`config.mk`:
```
export PLATFORM = sky130hd
export DESIGN_NAME = filter_mode_scheduler
export DESIGN_NICKNAME = d
export VERILOG_FILES = /design/src/rtl/filter_pkg.sv /design/src/rtl/key_debouncer.sv /design/src/rtl/filter_mode_scheduler.sv
export SDC_FILE = /design/constraint.sdc
export NUM_CORES = 1
export LEC_CHECK = 0
export ABC_AREA = 1
export BUFFER_PORTS_ARGS = -buffer_cell sky130_fd_sc_hd__buf_2
export CORE_MARGIN = 2
export CORE_UTILIZATION = 35
export CTS_BUF_LIST = sky130_fd_sc_hd__clkbuf_4 sky130_fd_sc_hd__clkbuf_8
export DETAILED_ROUTE_END_ITERATION = 8
export GPL_TIMING_DRIVEN = 0
export PLACE_DENSITY = 0.64
export SLEW_MARGIN = 30
export SYNTH_ARGS = -nofsm -noshare
export SYNTH_HDL_FRONTEND = slang
export SYNTH_SLANG_ARGS = --single-unit
```
`constraint.sdc`:
```
create_clock -name clk -period 2.4 [get_ports clk]
set_input_delay 0.48 -clock clk [delete_from_list [all_inputs] [get_ports clk]]
set_output_delay 0.48 -clock clk [all_outputs]
set_load 0.1 [all_outputs]
```
`src/rtl/filter_pkg.sv`:
```
// Shared types and defaults for the filter mode scheduler: mode encoding,
// BPM clamp limits and small helpers used by the scheduler top.
package filter_pkg;

  typedef enum logic [1:0] {
    MODE_OFF  = 2'd0,
    MODE_ADD  = 2'd1,
    MODE_MULT = 2'd2
  } mode_state_t;

  localparam int BPM_MIN_DEF   = 40;
  localparam int BPM_MAX_DEF   = 200;
  localparam int BPM_RESET_DEF = 120;

  function automatic logic [7:0] clamp_bpm(input logic [7:0] value,
                                           input logic [7:0] lo,
                                           input logic [7:0] hi);
    if (value < lo)      return lo;
    else if (value > hi) return hi;
    else                 return value;
  endfunction

  // The unreachable encoding 3 behaves like OFF, so it also advances to ADD.
  function automatic mode_state_t next_mode(input mode_state_t cur);
    case (cur)
      MODE_OFF:  return MODE_ADD;
      MODE_ADD:  return MODE_MULT;
      MODE_MULT: return MODE_OFF;
      default:   return MODE_ADD;
    endcase
  endfunction

endpackage

```
`src/rtl/key_debouncer.sv`:
```
// Synchronises a raw active-low pushbutton and debounces it; emits a single
// registered pulse for each debounced press (high-to-low transition).
module key_debouncer #(
  parameter int DEBOUNCE_CYCLES = 250000
) (
  input  logic clk,
  input  logic reset,
  input  logic key_n,
  output logic press
);

  localparam int CW = $clog2(DEBOUNCE_CYCLES + 1);

  logic          sync_1;
  logic          sync_2;
  logic          level;
  logic [CW-1:0] count;

  always_ff @(posedge clk or posedge reset) begin
    if (reset) begin
      sync_1 <= 1'b1;
      sync_2 <= 1'b1;
      level  <= 1'b1;
      count  <= '0;
      press  <= 1'b0;
    end else begin
      sync_1 <= key_n;
      sync_2 <= sync_1;
      press  <= 1'b0;
      // Any cycle where the synchronised input agrees with the accepted level
      // restarts the count, so bounces never accumulate.
      if (sync_2 != level) begin
        if (count == CW'(DEBOUNCE_CYCLES - 1)) begin
          level <= sync_2;
          count <= '0;
          press <= ~sync_2;
        end else begin
          count <= count + CW'(1);
        end
      end else begin
        count <= '0;
      end
    end
  end

endmodule

```
`src/rtl/filter_mode_scheduler.sv`:
```
// Collects mode-button presses and BPM estimates during a frame and applies
// them to the pixel filter controls only at the next frame boundary.
module filter_mode_scheduler
  import filter_pkg::*;
#(
  parameter int DEBOUNCE_CYCLES = 250000,
  parameter int BPM_MIN         = BPM_MIN_DEF,
  parameter int BPM_MAX         = BPM_MAX_DEF,
  parameter int BPM_RESET       = BPM_RESET_DEF
) (
  input  logic       clk,
  input  logic       reset,
  input  logic [9:0] hcount,
  input  logic [9:0] vcount,
  input  logic       key_mode_n,
  input  logic [7:0] bpm_in,
  input  logic       bpm_valid,
  output logic       filter_enable,
  output logic       filter_mode,
  output logic [7:0] bpm_out,
  output logic       frame_tick,
  output logic [1:0] mode_state
);

  logic        press;
  logic        frame_hit;
  logic        enable_next;
  logic        mode_next;
  logic [7:0]  pending_bpm;
  mode_state_t pending_mode;
  mode_state_t pending_mode_next;
  mode_state_t applied_mode;

  key_debouncer #(
    .DEBOUNCE_CYCLES(DEBOUNCE_CYCLES)
  ) u_key_debouncer (
    .clk   (clk),
    .reset (reset),
    .key_n (key_mode_n),
    .press (press)
  );

  assign frame_hit  = (hcount == 10'd0) && (vcount == 10'd0);
  assign mode_state = applied_mode;

  always_ff @(posedge clk or posedge reset) begin
    if (reset) pending_mode <= MODE_OFF;
    else       pending_mode <= pending_mode_next;
  end

  always_comb begin
    pending_mode_next = pending_mode;
    enable_next       = 1'b0;
    mode_next         = 1'b1;
    if (press) pending_mode_next = next_mode(pending_mode);
    case (pending_mode)
      MODE_ADD: begin
        enable_next = 1'b1;
        mode_next   = 1'b1;
      end
      MODE_MULT: begin
        enable_next = 1'b1;
        mode_next   = 1'b0;
      end
      default: begin
        enable_next = 1'b0;
        mode_next   = 1'b1;
      end
    endcase
  end

  // bpm_valid qualifies bpm_in for exactly the cycle it is high; there is no
  // ready, every qualified sample is taken and the last one in a frame wins.
  always_ff @(posedge clk or posedge reset) begin
    if (reset) begin
      frame_tick    <= 1'b0;
      pending_bpm   <= 8'(BPM_RESET);
      applied_mode  <= MODE_OFF;
      bpm_out       <= 8'(BPM_RESET);
      filter_enable <= 1'b0;
      filter_mode   <= 1'b1;
    end else begin
      frame_tick <= frame_hit;
      if (bpm_valid) pending_bpm <= clamp_bpm(bpm_in, 8'(BPM_MIN), 8'(BPM_MAX));
      // Applied values sample the pending registers before this edge's
      // press/bpm updates land, so coincident changes wait one frame.
      if (frame_tick) begin
        applied_mode  <= pending_mode;
        bpm_out       <= pending_bpm;
        filter_enable <= enable_next;
        filter_mode   <= mode_next;
      end
    end
  end

endmodule

```
==> summary.md, run 1 <==
| Metric | Value |
|---|---|
| Boundary pin count | 45 |
| Buffer count from post-CTS setup fixing | 0 |
| Final hold viol count | 0 |
| Global placement routability congestion | around 0.83 |
| Routed via count | 1707 |
| Die Height | 81.2 µm |
| Arrival time of the worst setup path | around 1.2 ns |
| Maximum clock frequency | 580 MHz |
| Actual slew at the worst max-slew pin | 0.707 ns |
| Total grt overflow | 0 |
| Path category of the worst min-delay check | input pin to asynchronous set/reset pin |
| Largest driver fanout on the critical path | 2 |
| Clock-pin slew on the worst setup and hold paths | 0.08 ns |
| Post-detailed-placement half-perimeter wirelength | 3180 µm |
| Setup repair after global routing missed its margin | no |
| Static leakage | 1.17 nW |
| Count of pins over their slew limit | 0 |
| Final worst path period share | 0.718 |
| GR Util All Layers | 0.145 |
| Category of the most critical setup path | register to output pin |
| Cts bufs inserted | 5 |
| Part of the Yosys area used for sequential elements | 0.547 |
| Clock tree from TritonCTS | yes |
| Final wirelength | 4120 µm |
| Post-route ant nets | 0 |
| Power per unit of standard cell area | 546 mW/mm² |
| Yosys warns | 0 |
| Setup crit start kind | register |
| Clock tree buffer depth | 2 |
| Slew headroom | 0.525 |
| Distinct cell type count after synthesis | 24 |
| Critical path endpoint category | output pin |
| #FFs+latches synth | 45 |
| Clock tree root driver cell | sky130_fd_sc_hd__clkbuf_8 |
| Via count normalized by instance count | 4.60 |
| Detailed-route wire length per cell | 11.1 µm |
| Maximum number of pins on one net before global-route repair | 25 |
| Chain of cells forming the critical path | buf_2 |
| Global-route wire length before repair | 7340 µm |
| Number of max-cap violations | 0 |
| Mean Syn Cell Area | 8.58 µm² |
| Number of rows in the core area | 28 |
| Most area-consuming cells after synthesis | sky130_fd_sc_hd__dfrtp_1 40%, sky130_fd_sc_hd__dfstp_2 15%, sky130_fd_sc_hd__nand2_1 9.4% |
| Number of DRC markers in iteration 0 | around 140 |
| Buffers plus inverters on the worst setup path | 1 |
| Required time at the worst-slack endpoint | around 1.9 ns |
| X dimension of the die | 81.2 µm |
| Crit Reg-Reg Startpoint | u_key_debouncer.level$_DFFE_PP1P_ |
| I/O Buffers | 44 |
| Fraction of final layout cells with drive strength greater than 1 | 0.257 |
| Total of cells resized after clock tree synthesis | 0 |
| Die area | 0.00659 mm² |
| Synthesized netlist cell count | ~240 |
| Setup violations, final | 0 |
| Placed inst area | 0.00243 mm² |
| Critical Path Start | bpm_out[6]$_DFFE_PP1P_ |
| H-tree depth reported by CTS | 2 |
| Area inside the core boundary | a little under 0.006 mm² |
| Ant. Diodes | 0 |
| Detailed-route DRC error count | 0 |
| Effective utilization at floorplan | 0.356 |
| Sum of negative setup slack | 0 ns |
| IR Drop Worst-Case VDD | approximately 0.21 mV |
| Area fraction of the dominant cell type after synthesis | 0.396 |
| Via count of the first global-routing pass | 1700 |
| Minimum clock period after layout | 1.72 ns |
| Sink count of the clock tree | 45 |
| Syn Std Cell Area | 0.00208 mm² |
| Count of TritonRoute iterations in the first routing pass | 4 |
| Clock latency reported for the late side of the worst-skew pair | 0.29 ns |
| Peak per-stage delay on the critical path | 0.54 ns |
| Number of antenna violations at the first check in global routing | 0 |
| Master of the slowest instance on the critical path | sky130_fd_sc_hd__dfstp_2 |
| Final net count | 330 |
| Result of the run | completed |
| Post-Synthesis Net Count | 278 |
| Signed area change from the synthesized netlist to the final layout | 21.2% |
| Top Family by Delay on Critical Path | flip-flops |
| Clock skew after layout | 0.00523 ns |
| Post-synth top area cell | sky130_fd_sc_hd__dfrtp_1 |
| Hold-fix buffers at CTS | 0 |
| Finished Cell Area | roughly 0.0025 mm² |
==> cell families (layout without fill, tap and decap cells) <==
logic type	count (synthesis)	in the layout	synth area share
simple gates	128	128	0.275
flops	45	45	0.547
compound gates	31	31	0.0780
buf+inv	29	82	0.0522
xor+xnor	7	7	0.0294
fa+ha+maj	3	3	0.0180
==> registers in the layout (all words and copies together) (netlist names), 2 cells and up <==
register               count
bpm_out                    8
pending_mode               2
mode_state                 2
u_key_debouncer.count     18
pending_bpm                8
==> worst reg2reg max path: stages (launching register included) <==
cell and delay [ns]:
sky130_fd_sc_hd__dfstp_2 0.38, sky130_fd_sc_hd__xnor2_1 0.58, sky130_fd_sc_hd__inv_1 0.09, sky130_fd_sc_hd__nand2_1 0.29
sky130_fd_sc_hd__nor2_1 0.10
==> power by group <==
group	internal [mW]	leakage, nW	switching [mW]
combinational	0.0375	0.542	0.0530
sequential	0.784	0.578	0.00842
clock	0.260	0.0542	0.236
total	1.08	1.17	0.298
==> cell type report <==
cell class	count	area, µm²
flip-flops and latches	45	1140
inverters	26	97.6
well taps	75	93.8
fillers	597	3320
repair buffers	45	248
clock inverters	1	5.00
multi-input cells	169	835
clock buffers	7	96.3
plain buffers	3	11.3
==> worst paths after layout <==
check                                                     end  slack (ns)  cells past startpoint
max in group asynchronous    u_key_debouncer.sync_2$_DFF_PP1_        1.58                      3
min in group clk             u_key_debouncer.sync_1$_DFF_PP1_        0.29                      1
max                                                bpm_out[6]        0.68                      1
min                        u_key_debouncer.count[2]$_DFF_PP0_        0.24                      2
max reg2reg                u_key_debouncer.count[9]$_DFF_PP0_        0.85                      4
min reg2reg                  u_key_debouncer.sync_2$_DFF_PP1_        0.36                      0
==> synth_stat cells, drive strengths merged <==
cell and count:
o21bai 1, nand2 55, nor3b 1, ha 3
xor2 4, nor4 5, xnor2 3, inv 26
a21oi 6, nor2 43, nand3b 1, nand3 18
dfrtp 33, o21ai 21, nand4 1, dfstp 12
clkbuf 3, a31oi 2, nor3 4, a21boi 1
==> layer usage <==
layer,vias up,global-route usage,wire length (µm)
met3,4,0.0356,105
met1,799,0.169,1880
met2,22,0.257,2080
li1,882,-,-
met4,0,0.0542,53
met5,-,0,0
==> cell usage in the layout (no fill, tap or decap) <==
master / count
sky130_fd_sc_hd__a21boi_0: 1
sky130_fd_sc_hd__a21oi_1: 6
sky130_fd_sc_hd__a31oi_1: 2
sky130_fd_sc_hd__buf_16: 1
sky130_fd_sc_hd__buf_2: 44
sky130_fd_sc_hd__clkbuf_1: 3
sky130_fd_sc_hd__clkbuf_8: 7
sky130_fd_sc_hd__clkinv_2: 1
sky130_fd_sc_hd__dfrtp_1: 33
sky130_fd_sc_hd__dfstp_2: 12
sky130_fd_sc_hd__ha_1: 3
sky130_fd_sc_hd__inv_1: 25
sky130_fd_sc_hd__inv_2: 1
sky130_fd_sc_hd__nand2_1: 52
sky130_fd_sc_hd__nand2_2: 3
sky130_fd_sc_hd__nand3_1: 17
sky130_fd_sc_hd__nand3_2: 1
sky130_fd_sc_hd__nand3b_1: 1
sky130_fd_sc_hd__nand4_1: 1
sky130_fd_sc_hd__nor2_1: 37
sky130_fd_sc_hd__nor2_2: 3
sky130_fd_sc_hd__nor2_4: 3
sky130_fd_sc_hd__nor3_1: 4
sky130_fd_sc_hd__nor3b_1: 1
sky130_fd_sc_hd__nor4_1: 5
sky130_fd_sc_hd__o21ai_0: 21
sky130_fd_sc_hd__o21bai_1: 1
sky130_fd_sc_hd__xnor2_1: 3
sky130_fd_sc_hd__xor2_1: 4
==> through the flow <==
stage          setup slack, ns  cells  utilization  power, mW  hold WS (ns)
6_report                 0.677    371        0.432       1.38         0.238
5_1_grt                  0.599    371        0.432       1.46         0.255
4_1_cts                  0.655    371        0.432       1.41         0.248
3_5_place_dp             0.832    363        0.415      0.899         0.347
3_3_place_gp             0.279    362        0.410      0.889         0.346
2_1_floorplan            0.796    243            -      0.850         0.345
(Power assumes the default switching activity.)
==> run 2, diff against run 1 <==
==> constraint.sdc (replaced) <==
create_clock -name clk -period 1.7 [get_ports clk]
set_input_delay 0.34 -clock clk [delete_from_list [all_inputs] [get_ports clk]]
set_output_delay 0.34 -clock clk [all_outputs]
set_load 0.1 [all_outputs]
==> summary.md, run 2 (synthesized netlist as in run 1, its figures left out) <==
| Metric | Value |
|---|---|
| Result of the run | completed |
| Arrival time of the worst setup path | 1.25 ns (about the same) |
| Final worst path period share | 0.933 |
| Number of antenna violations at the first check in global routing | 0 (unchanged) |
| Detailed-route DRC error count | 0 (unchanged) |
| Die area | 0.00659 mm² (unchanged) |
| Largest driver fanout on the critical path | 2 (unchanged) |
| Via count normalized by instance count | 4.61 (+0.18%) |
| Combined flip-flop and latch cell area | 0.00114 mm² (unchanged) |
| Buffers plus inverters on the worst setup path | 1 (unchanged) |
| Count of TritonRoute iterations in the first routing pass | 4 (unchanged) |
| Top Family by Delay on Critical Path | flip-flops |
| Minimum clock period after layout | 1.59 ns |
| Category of the most critical setup path | register to output pin |
| Clock tree root driver cell | sky130_fd_sc_hd__clkbuf_8 |
| Peak per-stage delay on the critical path | 0.54 ns (about the same) |
| Number of DRC markers in iteration 0 | 135 (-0.74%) |
| IR Drop Worst-Case VDD | 0.292 mV (+41%) |
| Clock skew after layout | 0.00513 ns (-0.000102 ns) |
| Sum of negative setup slack | 0 ns (unchanged) |
| Slew headroom | 0.616 (+0.0907) |
| GR Util All Layers | 0.145 (unchanged) |
| Required time at the worst-slack endpoint | 1.36 ns (-0.56 ns) |
| Post-detailed-placement half-perimeter wirelength | 3180 µm (unchanged) |
| Worst-case setup slack after placement | 0.132 ns (-0.700 ns) |
| Cts bufs inserted | 5 (unchanged) |
| Static leakage | 1.18 nW (+0.42%) |
| Core Util, Final | 0.433 (+0.00128) |
| Clock-pin slew on the worst setup and hold paths | 0.08 ns (about the same) |
| Most common cell after layout, fill and taps aside | sky130_fd_sc_hd__nand2_1 |
| Ant. Diodes | 0 (unchanged) |
| Clock tree buffer depth | 2 (unchanged) |
| Power per unit of standard cell area | 770 mW/mm² (+41%) |
| X dimension of the die | 81.2 µm (unchanged) |
| Via count of the first global-routing pass | 1700 (unchanged) |
| Master of the slowest instance on the critical path | sky130_fd_sc_hd__dfstp_2 |
| Routed via count | 1710 (+0.18%) |
| Buffer count from post-CTS setup fixing | 0 (unchanged) |
| Critical path endpoint category | output pin |
| Post-route ant nets | 0 (unchanged) |
| Setup repair after global routing missed its margin | no |
| Maximum clock frequency | around 630 MHz |
| Highest-count cells in the layout ignoring fill and taps | 52 x sky130_fd_sc_hd__nand2_1, 44 x sky130_fd_sc_hd__buf_2, 37 x sky130_fd_sc_hd__nor2_1 |
| Setup violations, final | 0 (unchanged) |
| Number of inserted filler cells in the final layout | 595 (-0.34%) |
| Sink count of the clock tree | 45 (unchanged) |
| Final hold viol count | 0 (unchanged) |
| Flip-flop count of the largest register after layout | 18 (unchanged) |
| Boundary pin count | 45 (unchanged) |
| Global-route wire length before repair | 7340 µm (unchanged) |
| Number of max-cap violations | 0 (unchanged) |
| Effective utilization at floorplan | 0.356 (unchanged) |
| Multi-input combinational cell area | 842 µm² (+0.90%) |
| Count of pins over their slew limit | 0 (unchanged) |
| Final net count | 330 (unchanged) |
| Total of cells resized after clock tree synthesis | 0 (unchanged) |
| Hold-fix buffers at CTS | 0 (unchanged) |
| Final wirelength | 4140 µm (+0.34%) |
| Biggest register | u_key_debouncer.count |
| Path category of the worst min-delay check | input pin to asynchronous set/reset pin |
| Actual slew at the worst max-slew pin | 0.571 ns (-0.136 ns) |
| Setup crit start kind | register |
| Chain of cells forming the critical path | buf_2 |
| Number of rows in the core area | 28 (unchanged) |
| Clock tree from TritonCTS | yes |
| Die Height | 81.2 µm (unchanged) |
| Detailed-route wire length per cell | 11.1 µm (+0.34%) |
| Slack of the critical path | 0.114 ns (-0.563 ns) |
| I/O Buffers | 44 (unchanged) |
| Signed area change from the synthesized netlist to the final layout | 21.6% |
| Overall power | 1.95 mW (+41%) |
| Global placement routability congestion | 0.831 (unchanged) |
| Total grt overflow | 0 (unchanged) |
| Placed inst area | 0.00243 mm² (unchanged) |
| Area inside the core boundary | 0.00585 mm² (unchanged) |
| Registers with the highest flip-flop counts | u_key_debouncer.count x18, bpm_out x8, pending_bpm x8 |
| Fraction of final layout cells with drive strength greater than 1 | 0.260 (+0.00338) |
| H-tree depth reported by CTS | 2 (unchanged) |
| Maximum number of pins on one net before global-route repair | 25 (unchanged) |
| Clock latency reported for the late side of the worst-skew pair | 0.29 ns (about the same) |
| Finished Cell Area | 0.00253 mm² (+0.30%) |
[run 2: cell counts in the layout (fill, tap and decap cells not counted)]
No cell type changed its count.
[run 2: where the power goes]
group          internal (mW)  switching, mW  leakage [nW]
Sequential              1.11         0.0123         0.578
Clock                  0.367          0.337        0.0542
Combinational         0.0537         0.0749         0.547
[run 2: worst paths after layout]
kind,slack [ns],end,from,depth (start not counted)
worst max-delay path,0.11,bpm_out[6],bpm_out[6]$_DFFE_PP1P_,1
worst min-delay path,0.1,u_key_debouncer.count[2]$_DFF_PP0_,reset,2
worst max register to register,0.22,u_key_debouncer.count[16]$_DFF_PP0_,u_key_debouncer.count[0]$_DFF_PP0_,8
worst min register to register,0.36,u_key_debouncer.sync_2$_DFF_PP1_,u_key_debouncer.sync_1$_DFF_PP1_,0
max in group asynchronous,1.02,u_key_debouncer.sync_2$_DFF_PP1_,reset,3
min in group clk,0.15,u_key_debouncer.sync_1$_DFF_PP1_,key_mode_n,1
[run 2: layout make-up]
class,count,area share
clock buffer,7,0.0380
timing repair buffer,45,0.0977
tap,75,0.0370
buffer,3,0.00444
inverter,26,0.0385
sequential,45,0.450
multi-input combinational,169,0.332
clock inverter,1,0.00197
[run 2: routing by layer]
metal  track usage  share of wire
met2         0.257           0.50
met4        0.0542          0.017
met3        0.0356          0.027
met1         0.169           0.46
met5             0              0
[run 2: worst reg2reg max path, delay by kind of cell (launching register included)]
kind          cells  cell delay [ns]
simple gates      6             0.63
flops             1             0.38
fa+ha+maj         1             0.21
buf+inv           1             0.16
[run 2: per-stage QoR]
step | cells | hold slack (ns)
2_1_floorplan | 243 | 0.344
3_3_place_gp | 362 | 0.346
3_5_place_dp | 363 | 0.347
4_1_cts | 371 | 0.108
5_1_grt | 371 | 0.115
6_report | 371 | 0.0954
==> run 3, diff against run 2 <==
--- a/config.mk
+++ b/config.mk
@@ -5,7 +5,7 @@
 export SDC_FILE = /design/constraint.sdc
 export NUM_CORES = 1
 export LEC_CHECK = 0
-export ABC_AREA = 1
+export ABC_AREA = 0
 export BUFFER_PORTS_ARGS = -buffer_cell sky130_fd_sc_hd__buf_2
 export CORE_MARGIN = 2
 export CORE_UTILIZATION = 35
==> summary.md, run 3 <==
| Metric | Value |
|---|---|
| Post-route ant nets | 0 (unchanged) |
| Die area | 0.00663 mm² (+0.57%) |
| Path category of the worst min-delay check | input pin to asynchronous set/reset pin |
| I/O Buffers | 43 (-2.3%) |
| Setup violations, final | 0 (unchanged) |
| Boundary pin count | 45 (unchanged) |
| Actual slew at the worst max-slew pin | 0.596 ns (+0.0251 ns) |
| Number of max-cap violations | 0 (unchanged) |
| Crit Reg-Reg Startpoint | u_key_debouncer.count[1]$_DFF_PP0_ |
| Synthesized netlist cell count | 183 (-25%) |
| Via count of the first global-routing pass | 1481 (-13%) |
| Largest driver fanout on the critical path | 3 (+1) |
| Primary FF master, synth | sky130_fd_sc_hd__dfrtp_1 |
| Placed inst area | 0.00243 mm² (about the same) |
| Final wirelength | 3850 µm (-6.8%) |
| Final net count | 276 (-16%) |
| Fraction of final layout cells with drive strength greater than 1 | 0.430 (+0.170) |
| Setup slack of the worst register-to-register path | 0.06 ns (-0.16 ns) |
| GR Util All Layers | 0.125 (-0.0203) |
| Post-synth ARST share | 1.00 (unchanged) |
| Registers with the highest flip-flop counts | u_key_debouncer.count x18, bpm_out x8, pending_bpm x8 |
| Final standard cell count with taps included and fillers excluded | 317 (-15%) |
| Most area-consuming cells after synthesis | sky130_fd_sc_hd__dfrtp_1 39%, sky130_fd_sc_hd__dfstp_2 15%, sky130_fd_sc_hd__mux2_2 7.0% |
| Category of the most critical setup path | register to register |
| Total grt overflow | 0 (unchanged) |
| Clock latency reported for the late side of the worst-skew pair | 0.30 ns (about the same) |
| Setup crit start kind | register |
| Peak per-stage delay on the critical path | 0.52 ns (-0.02 ns) |
| Sum of negative setup slack | 0 ns (unchanged) |
| Mean Syn Cell Area | 11.5 µm² (+34%) |
| Number of enable-type register cells in the synthesized netlist | 0 (unchanged) |
| Required time at the worst-slack endpoint | 1.93 ns (+0.57 ns) |
| Sink count of the clock tree | 45 (unchanged) |
| Slew headroom | 0.603 (-0.0133) |
| Ant. Diodes | 0 (unchanged) |
| Cts bufs inserted | 5 (unchanged) |
| Slack of the critical path | 0.0592 ns (-0.0545 ns) |
| Master of the slowest instance on the critical path | sky130_fd_sc_hd__or4_4 |
| Maximum number of pins on one net before global-route repair | 27 (+8.0%) |
| Post-Synthesis Net Count | 218 (-22%) |
| Count of TritonRoute iterations in the first routing pass | 4 (unchanged) |
| Part of the Yosys area used for sequential elements | 0.544 (-0.00327) |
| Static leakage | 1.17 nW (-0.54%) |
| Syn Std Cell Area | 0.00210 mm² (+0.60%) |
| Most common cell after layout, fill and taps aside | sky130_fd_sc_hd__buf_2 |
| Finished Cell Area | 0.00260 mm² (+2.7%) |
| Global-route wire length before repair | 6390 µm (-13%) |
| Number of DRC markers in iteration 0 | 53 (-61%) |
| #FFs+latches synth | 45 (unchanged) |
| Buffers plus inverters on the worst setup path | 0 (-1) |
| X dimension of the die | 81.4 µm (+0.28%) |
| Setup repair after global routing missed its margin | no |
| Detailed-route wire length per cell | 12.2 µm (+9.0%) |
| Yosys warns | 0 (unchanged) |
| Clock tree from TritonCTS | yes |
| Final worst path period share | 0.965 (+0.0320) |
| Post-detailed-placement half-perimeter wirelength | 2810 µm (-12%) |
| Highest-count cells in the layout ignoring fill and taps | 44 x sky130_fd_sc_hd__buf_2, 32 x sky130_fd_sc_hd__dfrtp_1, 19 x sky130_fd_sc_hd__nor2_1 |
| Core Util, Final | 0.445 (+0.0118) |
| Clock-pin slew on the worst setup and hold paths | 0.08 ns (about the same) |
| Area fraction of the dominant cell type after synthesis | 0.394 (-0.00236) |
| Global placement routability congestion | 0.846 (+1.7%) |
| Flip-flop count of the largest register after layout | 18 (unchanged) |
| Power per unit of standard cell area | 740 mW/mm² (-3.8%) |
| Biggest register | u_key_debouncer.count |
| IR Drop Worst-Case VDD | 0.307 mV (+5.2%) |
| Detailed-route DRC error count | 0 (unchanged) |
| Effective utilization at floorplan | 0.358 (+0.00214) |
| Count of pins over their slew limit | 0 (unchanged) |
| Chain of cells forming the critical path | ha_4 > and4_4 > nand3_2 > or4_4 > a21oi_2 |
| H-tree depth reported by CTS | 2 (unchanged) |
| Critical Path Start | u_key_debouncer.count[1]$_DFF_PP0_ |
| Number of rows in the core area | 28 (unchanged) |
| Die Height | 81.4 µm (+0.28%) |
| Distinct cell type count after synthesis | 43 (+79%) |
| Minimum clock period after layout | 1.64 ns (+0.0545 ns) |
| Hold-fix buffers at CTS | 0 (unchanged) |
| Maximum clock frequency | 609 MHz (-3.3%) |
| Post-synth top area cell | sky130_fd_sc_hd__dfrtp_1 |
| Top cells by count, synth | 33 x sky130_fd_sc_hd__dfrtp_1, 19 x sky130_fd_sc_hd__nor2_1, 13 x sky130_fd_sc_hd__mux2_2 |
| Clock skew after layout | 0.00421 ns (-0.000922 ns) |
| Worst-case setup slack after placement | -0.0687 ns (-0.200 ns) |
| Routed via count | 1528 (-11%) |
| Area inside the core boundary | 0.00585 mm² (unchanged) |
| Top Family by Delay on Critical Path | simple AND/OR/NAND/NOR gates |
| Arrival time of the worst setup path | 1.87 ns (+0.62 ns) |
| Number of antenna violations at the first check in global routing | 0 (unchanged) |
| Cell with the most instances after synthesis | sky130_fd_sc_hd__dfrtp_1 |
| Final hold viol count | 0 (unchanged) |
| Clock tree buffer depth | 2 (unchanged) |
| Signed area change from the synthesized netlist to the final layout | 24.2% |
| Result of the run | completed |
| Via count normalized by instance count | 4.82 (+4.6%) |
| Critical path endpoint category | register |
| Placed instance count | 302 (-17%) |
| Clock tree root driver cell | sky130_fd_sc_hd__clkbuf_8 |
[run 3: changes by cell type in the layout (fill, tap and decap cells not counted), sizes merged, moves of 5 or more]
cell | previous run | this run
nand2 | 55 | 10
nor2 | 43 | 19
inv | 26 | 9
o21ai | 21 | 6
mux2 | 0 | 13
buf | 45 | 55
nand3 | 18 | 8
nand4 | 1 | 8
xnor2 | 3 | 9
nor4 | 5 | 10
[run 3: where the power goes]
group	switching (mW)	internal (mW)	total, mW	leakage, nW
Combinational	0.0686	0.0709	0.140	0.556
Clock	0.357	0.305	0.662	0.0408
Sequential	0.0193	1.11	1.13	0.576
[run 3: worst register-to-register path, stage by stage, from the launching register on]
cell,delay [ns]
sky130_fd_sc_hd__dfrtp_1,0.41
sky130_fd_sc_hd__ha_4,0.17
sky130_fd_sc_hd__and4_4,0.24
sky130_fd_sc_hd__nand3_2,0.09
sky130_fd_sc_hd__or4_4,0.52
sky130_fd_sc_hd__a21oi_2,0.15
[run 3: path summary, 6_finish.rpt]
kind                                                       end  depth (start not counted)
setup / recovery           u_key_debouncer.count[16]$_DFF_PP0_                          5
hold / removal             u_key_debouncer.count[14]$_DFF_PP0_                          2
setup reg to reg           u_key_debouncer.count[16]$_DFF_PP0_                          5
hold reg to reg               u_key_debouncer.sync_2$_DFF_PP1_                          0
max in group asynchronous    u_key_debouncer.level$_DFFE_PP1P_                          3
min in group clk              u_key_debouncer.sync_1$_DFF_PP1_                          1
[run 3: layer usage]
layer | GRT usage | part of all wire | up-vias
met5 | 0 | 0 | -
met4 | 0.0559 | 0.020 | 0
met3 | 0.0300 | 0.041 | 7
met2 | 0.207 | 0.47 | 35
met1 | 0.153 | 0.46 | 721
li1 | - | - | 765
[run 3: cell families after synthesis]
kind of cell / Yosys count / share of synthesized area
AO/OA/AOI/OAI: 17 / 0.0579
XOR/XNOR: 15 / 0.0627
adder cells (fa/ha/maj): 3 / 0.0179
buffers and inverters: 15 / 0.0334
flip-flops: 45 / 0.544
multiplexers: 16 / 0.0841
AND/OR/NAND/NOR: 72 / 0.200
[run 3: final cells by class]
cell class | count | area, µm²
Clock inverter | 2 | 15.0
Clock buffer | 6 | 76.3
Inverter | 9 | 33.8
Fill cell | 546 | 3250
Tap cell | 75 | 93.8
Buffer | 6 | 36.3
Sequential cell | 45 | 1140
Multi-Input combinational cell | 123 | 918
Timing Repair Buffer | 51 | 288
[run 3: repair_timing]
item | in CTS | in global routing
pin swaps | 0 | 2
endpoints found under the setup margin | 11 | 11
setup buffers | 1 | 6
resized for setup | 4 | 1
endpoints found under the hold margin | 0 | 0
[run 3: per-stage QoR]
stage	total power [mW]	hold WS, ns
global placement	1.26	0.347
CTS	1.94	0.0345
detailed placement	1.27	0.348
floorplan	1.20	0.344
finish	1.93	0.0252
global route	2.03	0.0612
